**src/rtl/pipeline_credit_fifo_if.sv**
```systemverilog
// rtl/pipeline_credit_fifo_if.sv - handshake bundle for the credit-managed output FIFO
//
// Groups the credit, pipeline-capture and consumer stream signals.
//   slave  : the FIFO side (pipeline_credit_fifo)
//   master : the producer/consumer side (pipeline model and sink)
// Signals:
//   issue_valid_in / issue_ready_out : producer credit handshake
//   pipe_valid_in / pipe_data_in     : item emerging from the fixed-latency pipeline
//   data_out / valid_out / ready_in  : show-ahead output stream
//   count_out                        : FIFO occupancy
//   overflow_out                     : sticky write-while-full error
interface pipeline_credit_fifo_if #(
    parameter int DATA_WIDTH = 32,
    parameter int DEPTH      = 8
);
    localparam int CW = $clog2(DEPTH) + 1;

    logic                  issue_valid_in;
    logic                  issue_ready_out;
    logic                  pipe_valid_in;
    logic [DATA_WIDTH-1:0] pipe_data_in;
    logic [DATA_WIDTH-1:0] data_out;
    logic                  valid_out;
    logic                  ready_in;
    logic [CW-1:0]         count_out;
    logic                  overflow_out;

    modport slave (
        input  issue_valid_in, pipe_valid_in, pipe_data_in, ready_in,
        output issue_ready_out, data_out, valid_out, count_out, overflow_out
    );

    modport master (
        output issue_valid_in, pipe_valid_in, pipe_data_in, ready_in,
        input  issue_ready_out, data_out, valid_out, count_out, overflow_out
    );
endinterface

```
**src/rtl/pipeline_credit_fifo.sv**
```systemverilog
// rtl/pipeline_credit_fifo.sv - credit-managed show-ahead FIFO behind a non-stallable pipeline
//
// Ports:
//   clk_in  : clock, rising edge
//   rst_in  : synchronous active-high reset
//   bus     : pipeline_credit_fifo_if.slave
//             credits are handed out on issue_valid_in/issue_ready_out, returned
//             on every consumer pop; items arriving on pipe_valid_in are stored
//             and presented on data_out/valid_out/ready_in.
module pipeline_credit_fifo #(
    parameter int DATA_WIDTH = 32,
    parameter int DEPTH      = 8
) (
    input  logic                   clk_in,
    input  logic                   rst_in,
    pipeline_credit_fifo_if.slave  bus
);
    localparam int AW = $clog2(DEPTH);
    localparam int CW = AW + 1;
    localparam logic [CW-1:0] DEPTH_C = CW'(DEPTH);

    logic [CW-1:0]         credits_q, credits_d;
    logic [CW-1:0]         count_q, count_d;
    logic [AW-1:0]         wr_ptr_q, wr_ptr_d;
    logic [AW-1:0]         rd_ptr_q, rd_ptr_d;
    logic                  overflow_q, overflow_d;
    logic [DATA_WIDTH-1:0] mem_q [DEPTH];

    logic issue;
    logic pop;
    logic full;
    logic wr_en;

    always_comb begin
        issue = bus.issue_valid_in && (credits_q != '0);
        pop   = bus.ready_in && (count_q != '0);
        full  = (count_q == DEPTH_C);
        // A write into a full FIFO is only safe when the head leaves the same cycle.
        wr_en = bus.pipe_valid_in && (!full || pop);

        credits_d = credits_q;
        if (issue && !pop) begin
            credits_d = credits_q - CW'(1);
        end else if (pop && !issue) begin
            credits_d = credits_q + CW'(1);
        end

        count_d = count_q;
        if (wr_en && !pop) begin
            count_d = count_q + CW'(1);
        end else if (pop && !wr_en) begin
            count_d = count_q - CW'(1);
        end

        wr_ptr_d = wr_ptr_q;
        if (wr_en) begin
            wr_ptr_d = wr_ptr_q + AW'(1);
        end

        rd_ptr_d = rd_ptr_q;
        if (pop) begin
            rd_ptr_d = rd_ptr_q + AW'(1);
        end

        overflow_d = overflow_q || (bus.pipe_valid_in && full && !pop);
    end

    always_ff @(posedge clk_in) begin
        if (rst_in) begin
            credits_q  <= DEPTH_C;
            count_q    <= '0;
            wr_ptr_q   <= '0;
            rd_ptr_q   <= '0;
            overflow_q <= 1'b0;
        end else begin
            credits_q  <= credits_d;
            count_q    <= count_d;
            wr_ptr_q   <= wr_ptr_d;
            rd_ptr_q   <= rd_ptr_d;
            overflow_q <= overflow_d;
        end
    end

    // Storage carries no reset; contents are only observable while count is non-zero.
    always_ff @(posedge clk_in) begin
        if (!rst_in && wr_en) begin
            mem_q[wr_ptr_q] <= bus.pipe_data_in;
        end
    end

    assign bus.issue_ready_out = (credits_q != '0);
    assign bus.data_out        = mem_q[rd_ptr_q];
    assign bus.valid_out       = (count_q != '0);
    assign bus.count_out       = count_q;
    assign bus.overflow_out    = overflow_q;
endmodule

```
**src/flat_wrapper.sv**
```systemverilog
// flat-port wrapper written by rule: the top's interface ports become plain ports
module pipeline_credit_fifo_flat 
#(
    parameter int DATA_WIDTH = 32,
    parameter int DEPTH      = 8
)
  (clk_in, rst_in, bus_issue_valid_in, bus_pipe_valid_in, bus_pipe_data_in, bus_ready_in, bus_issue_ready_out, bus_data_out, bus_valid_out, bus_count_out, bus_overflow_out);
  pipeline_credit_fifo_if #(.DATA_WIDTH(DATA_WIDTH), .DEPTH(DEPTH)) bus_i ();
  input  logic clk_in;
  input  logic rst_in;
  input wire logic [$bits(bus_i.issue_valid_in)-1:0] bus_issue_valid_in;
  input wire logic [$bits(bus_i.pipe_valid_in)-1:0] bus_pipe_valid_in;
  input wire logic [$bits(bus_i.pipe_data_in)-1:0] bus_pipe_data_in;
  input wire logic [$bits(bus_i.ready_in)-1:0] bus_ready_in;
  output wire logic [$bits(bus_i.issue_ready_out)-1:0] bus_issue_ready_out;
  output wire logic [$bits(bus_i.data_out)-1:0] bus_data_out;
  output wire logic [$bits(bus_i.valid_out)-1:0] bus_valid_out;
  output wire logic [$bits(bus_i.count_out)-1:0] bus_count_out;
  output wire logic [$bits(bus_i.overflow_out)-1:0] bus_overflow_out;
  assign bus_i.issue_valid_in = bus_issue_valid_in;
  assign bus_i.pipe_valid_in = bus_pipe_valid_in;
  assign bus_i.pipe_data_in = bus_pipe_data_in;
  assign bus_i.ready_in = bus_ready_in;
  assign bus_issue_ready_out = bus_i.issue_ready_out;
  assign bus_data_out = bus_i.data_out;
  assign bus_valid_out = bus_i.valid_out;
  assign bus_count_out = bus_i.count_out;
  assign bus_overflow_out = bus_i.overflow_out;
  pipeline_credit_fifo #(.DATA_WIDTH(DATA_WIDTH), .DEPTH(DEPTH)) u_core (.clk_in(clk_in), .rst_in(rst_in), .bus(bus_i));
endmodule
```
**config.mk**
```make
export PLATFORM = sky130hd
export DESIGN_NAME = pipeline_credit_fifo_flat
export DESIGN_NICKNAME = d
export VERILOG_FILES = /design/src/rtl/pipeline_credit_fifo_if.sv /design/src/rtl/pipeline_credit_fifo.sv /design/src/flat_wrapper.sv
export SDC_FILE = /design/constraint.sdc
export NUM_CORES = 1
export LEC_CHECK = 0
export ABC_AREA = 1
export ABC_CLOCK_PERIOD_IN_PS = 5500
export CORE_UTILIZATION = 35
export DETAILED_ROUTE_END_ITERATION = 7
export HOLD_SLACK_MARGIN = 0.15
export MAX_ROUTING_LAYER = met4
export PLACE_DENSITY_LB_ADDON = 0.25
export SYNTH_ARGS = -nofsm -noshare
export SYNTH_HDL_FRONTEND = slang
export SYNTH_SLANG_ARGS = --single-unit
```
**constraint.sdc**
```tcl
create_clock -name clk_in -period 5.5 [get_ports clk_in]
set_input_delay 1.1 -clock clk_in [delete_from_list [all_inputs] [get_ports clk_in]]
set_output_delay 1.1 -clock clk_in [all_outputs]
set_load 0.02 [all_outputs]
```
==> impl_summary.txt <==
----------------------------------------------------
[Timing]
  Slew at the pin with the worst max-slew slack ... 1.02 ns
  Smallest hold slack ... 0.493 ns
  Post-route clock period utilization ... 78.6%
  Tightest slew margin relative to the limit ... 31.8%
  Setup clock skew after layout ... 0.0101 ns
  Final Hold Viols ... 0
  Max Clock Freq ... 231 MHz
  Max-slew violation count ... 0
  Setup violation total in the final timing report ... 0
  Minimum period implied by the final worst setup slack ... 4.32 ns
  Final-layout setup total negative slack ... 0 ns
  Unrepaired setup endpoints after global routing ... false

[Floorplanning]
  Overall die height ... 178 um
  Num rows ... 64
  Ports placed on the boundary ... 76
  Floorplan Core Area ... 30,600 um2
  Starting Density ... 35.5%
  Total die area ... 31,700 um2
  Chip width ... 178 um

[Yosys]
  Most area-consuming cells after synthesis ... sky130_fd_sc_hd__edfxtp_1 71%, sky130_fd_sc_hd__nor2_1 5.3%, sky130_fd_sc_hd__nand2_1 4.0%, sky130_fd_sc_hd__o22ai_1 3.7%, sky130_fd_sc_hd__o21ai_0 3.6%
  Area share of the largest cell type after synthesis ... 70.8%
  Cell area after synthesis ... 10,900 um2
  Async S/R FF share, synth ... 0%
  Number of distinct library cells after synthesis ... 26
  Mapped Cells ... 854
  Warnings from Yosys ... 0
  Synth area leader ... sky130_fd_sc_hd__edfxtp_1
  Most common flop cell mapped by yosys ... sky130_fd_sc_hd__edfxtp_1
  Number of storage elements in the synthesis netlist ... 274
  Number of flops mapped to enable cells by yosys ... 256
  Proportion of synthesized chip area in sequential cells ... 74.1%
  Synthesized netlist net count ... 901
  Synthesized area per cell ... 12.7 um2

[Worst hold path]
  Hold Path Origin ... u_core.credits_q[0]$_SDFFE_PP0P_
  Hold-critical path endpoint ... u_core.credits_q[0]$_SDFFE_PP0P_
  Hold Path Depth ... 1
  Type of the worst min-delay path ... flip-flop to flip-flop

[Detailed routing]
  Routed Antenna Nets ... 0
  Total DRC errors in the routed layout ... 0
  Routed WL per cell ... 18.1 um
  Drt first-iter violations ... 519
  Number of iterations in the first detailed-routing pass ... 4
  Wirelength, routed ... 24,400 um
  Via-to-Cell Ratio ... 4.97
  Total vias in the final route ... 6,706

[Clocking]
  Number of buffers added to fix hold violations after cts ... 0
  Cts bufs inserted ... 29
  TritonCTS clock tree ... yes
  Later-pin clock latency in the skew report ... 0.55 ns
  Post-CTS Resized ... 0
  Buffer cell driving the clock tree root ... sky130_fd_sc_hd__clkbuf_16
  CTS Sinks ... 274
  Number of H-tree levels ... 1
  Clock slew at the register clock pins of the worst setup and hold paths ... 0.06 ns
  Buffer depth of the longest clock path ... 3
  Setup fix buffers added after clock tree synthesis ... 0

[GRT]
  Via count of the first global-routing pass ... 6,574
  Largest net degree at the start of global routing ... 71
  Number of antenna violations at the first check in global routing ... 1
  Wire length of the first global-routing pass ... 37,800 um
  Overall routing resource usage ... 16.2%
  Total global routing overflow ... 0

[Worst setup path]
  Worst Path Class, Setup ... flip-flop to output pin
  Cell with the biggest individual delay on the critical path ... sky130_fd_sc_hd__dfxtp_4
  Top fanout value on the critical path ... 70
  Maximum cell stage delay along the critical path ... 0.75 ns
  Crit end category ... output pin
  Number of buffers and inverters on the critical path ... 2
  Most common cell on crit path ... sky130_fd_sc_hd__nand2_1
  Cell breakdown of the critical path ... buf_4, o21ai_0, o22ai_1, nand2_1, nand2_1, clkdlybuf4s50_1
  Crit path max-delay family ... buffers and inverters
  Reg-to-reg setup timing slack ... 2.93 ns
  Kind of start point of the critical path ... flip-flop
  Required @ worst endpoint ... 4.40 ns
  R2r endpoint ... u_core.mem_q[1][3]$_DFFE_PP_
  Launch instance of the worst register-to-register path ... u_core.bus.count_out[0]$_SDFFE_PP0P_
  FF-to-FF path depth ... 7
  CP arrival ... 3.22 ns

[Status]
  Result of the run ... complete, no violations

[Placement]
  Detailed placement HPWL ... 13,100 um
  Routability cong. ... 0.727
  DP Area ... 12,000 um2
  Quantity of I/O buffers inserted on ports ... 75
  Placed Cells incl. Taps ... 1,294

[Final layout]
  Area of all placed cells without fillers ... 12,900 um2
  Commonest cells after routing, fill and taps aside ... 256 x sky130_fd_sc_hd__edfxtp_1, 147 x sky130_fd_sc_hd__nor2_1, 116 x sky130_fd_sc_hd__nand2_1
  Most common library cell in the layout ignoring fill and taps ... sky130_fd_sc_hd__edfxtp_1
  Final standard cell count with taps included and fillers excluded ... 1,349
  Utilization of the core after routing ... 42.2%
  Ratio of cells with drive above 1 in the final layout ... 7.67%
  Layout overhead on the synthesized area ... 18.9%
  Number of nets in the final layout ... 976

[Power and ir drop]
  IR drop worst, VDD ... 0.245 mV
  Power density over cell area ... 462 nW/um2
  Lkg Pwr ... 0.00439 uW

[Job]
  Count of max-cap constraint violations ... 0

----------------------------------------------------
-- how the worst max path moves through the flow --
stage / startpoint / end / slack (ns) / cells past startpoint
floorplan: rst_in / u_core.mem_q[4][0]$_DFFE_PP_ / 0.54 / 2
finish: flip-flop / bus_data_out[20] / 1.18 / 6
CTS: flip-flop / bus_data_out[20] / 1.14 / 6
detailed placement: flip-flop / bus_data_out[20] / 1.72 / 6
global route: flip-flop / bus_data_out[20] / 0.93 / 6
global placement: rst_in / u_core.mem_q[6][8]$_DFFE_PP_ / 1.72 / 5
-- final cells by class --
| type | count | area (um2) |
|---|---|---|
| Fill cell | 2859 | 17700 |
| Tap cell | 396 | 495 |
| Sequential cell | 274 | 8050 |
| Inverter | 20 | 77.6 |
| Clock buffer | 35 | 748 |
| Multi-Input combinational cell | 511 | 2480 |
| Antenna cell | 1 | 2.50 |
| Clock inverter | 19 | 173 |
| Timing Repair Buffer | 93 | 886 |
-- sequential cells by signal, summed over array words and instances, names as in the netlist, named ones only --
register and count:
u_core.bus.count_out 4, u_core.credits_q 4, u_core.rd_ptr_q 3, u_core.mem_q 256, u_core.wr_ptr_q 3, u_core.bus.overflow_out 1
-- synthesized netlist by cell type, types with 2 or more instances --
library cell,n
sky130_fd_sc_hd__inv_1,17
sky130_fd_sc_hd__nand2_1,116
sky130_fd_sc_hd__xnor2_1,2
sky130_fd_sc_hd__edfxtp_1,256
sky130_fd_sc_hd__clkbuf_2,3
sky130_fd_sc_hd__or2_2,3
sky130_fd_sc_hd__buf_1,2
sky130_fd_sc_hd__clkbuf_1,24
sky130_fd_sc_hd__ha_1,8
sky130_fd_sc_hd__o21ai_0,78
sky130_fd_sc_hd__o22ai_1,64
sky130_fd_sc_hd__a21oi_1,11
sky130_fd_sc_hd__clkinv_1,2
sky130_fd_sc_hd__nand3_1,8
sky130_fd_sc_hd__fa_1,2
sky130_fd_sc_hd__dfxtp_1,18
sky130_fd_sc_hd__buf_6,14
sky130_fd_sc_hd__o21ai_1,59
sky130_fd_sc_hd__buf_4,5
sky130_fd_sc_hd__nor2_1,153
sky130_fd_sc_hd__xor2_1,4
-- cells by family (layout without fill, tap and decap cells) --
family | after synthesis | after routing | synth area share, %
DFF | 274 | 274 | 74.1
and+or+nand+nor | 283 | 283 | 10.0
AOI/OAI and AO/OA | 212 | 212 | 10.5
xor gates and xnor gates | 6 | 6 | 0.484
adders and majority gates | 10 | 10 | 1.29
buffers and inverters | 69 | 167 | 3.57
other | 0 | 1 | 0
-- worst register-to-register path, stage by stage (launching register included) --
cell	delay, ns
sky130_fd_sc_hd__dfxtp_1	0.45
sky130_fd_sc_hd__nor2_1	0.09
sky130_fd_sc_hd__nand3_1	0.09
sky130_fd_sc_hd__nand2_1	0.14
sky130_fd_sc_hd__inv_1	0.17
sky130_fd_sc_hd__nand2_1	0.25
sky130_fd_sc_hd__nor2_4	0.74
sky130_fd_sc_hd__buf_4	0.33
-- report_power, final --
part,switching (uW),internal [uW]
clock,769,1110
sequential,127,2370
combinational,959,632
-- stage by stage --
step	total power, uW	worst slack, ns
after floorplan	3570	0.536
after global placement	4130	1.72
after detailed placement	4150	1.72
after CTS	6030	1.14
after global routing	6290	0.928
final	5960	1.18
-- routing by layer --
| metal | part of all wire, % | global-route usage (%) |
|---|---|---|
| met1 | 47 | 21.8 |
| met2 | 47 | 25.3 |
| met3 | 4.2 | 2.56 |
| met4 | 1.9 | 4.63 |
| met5 | 0 | - |
Power figures use the tool's default switching activity.
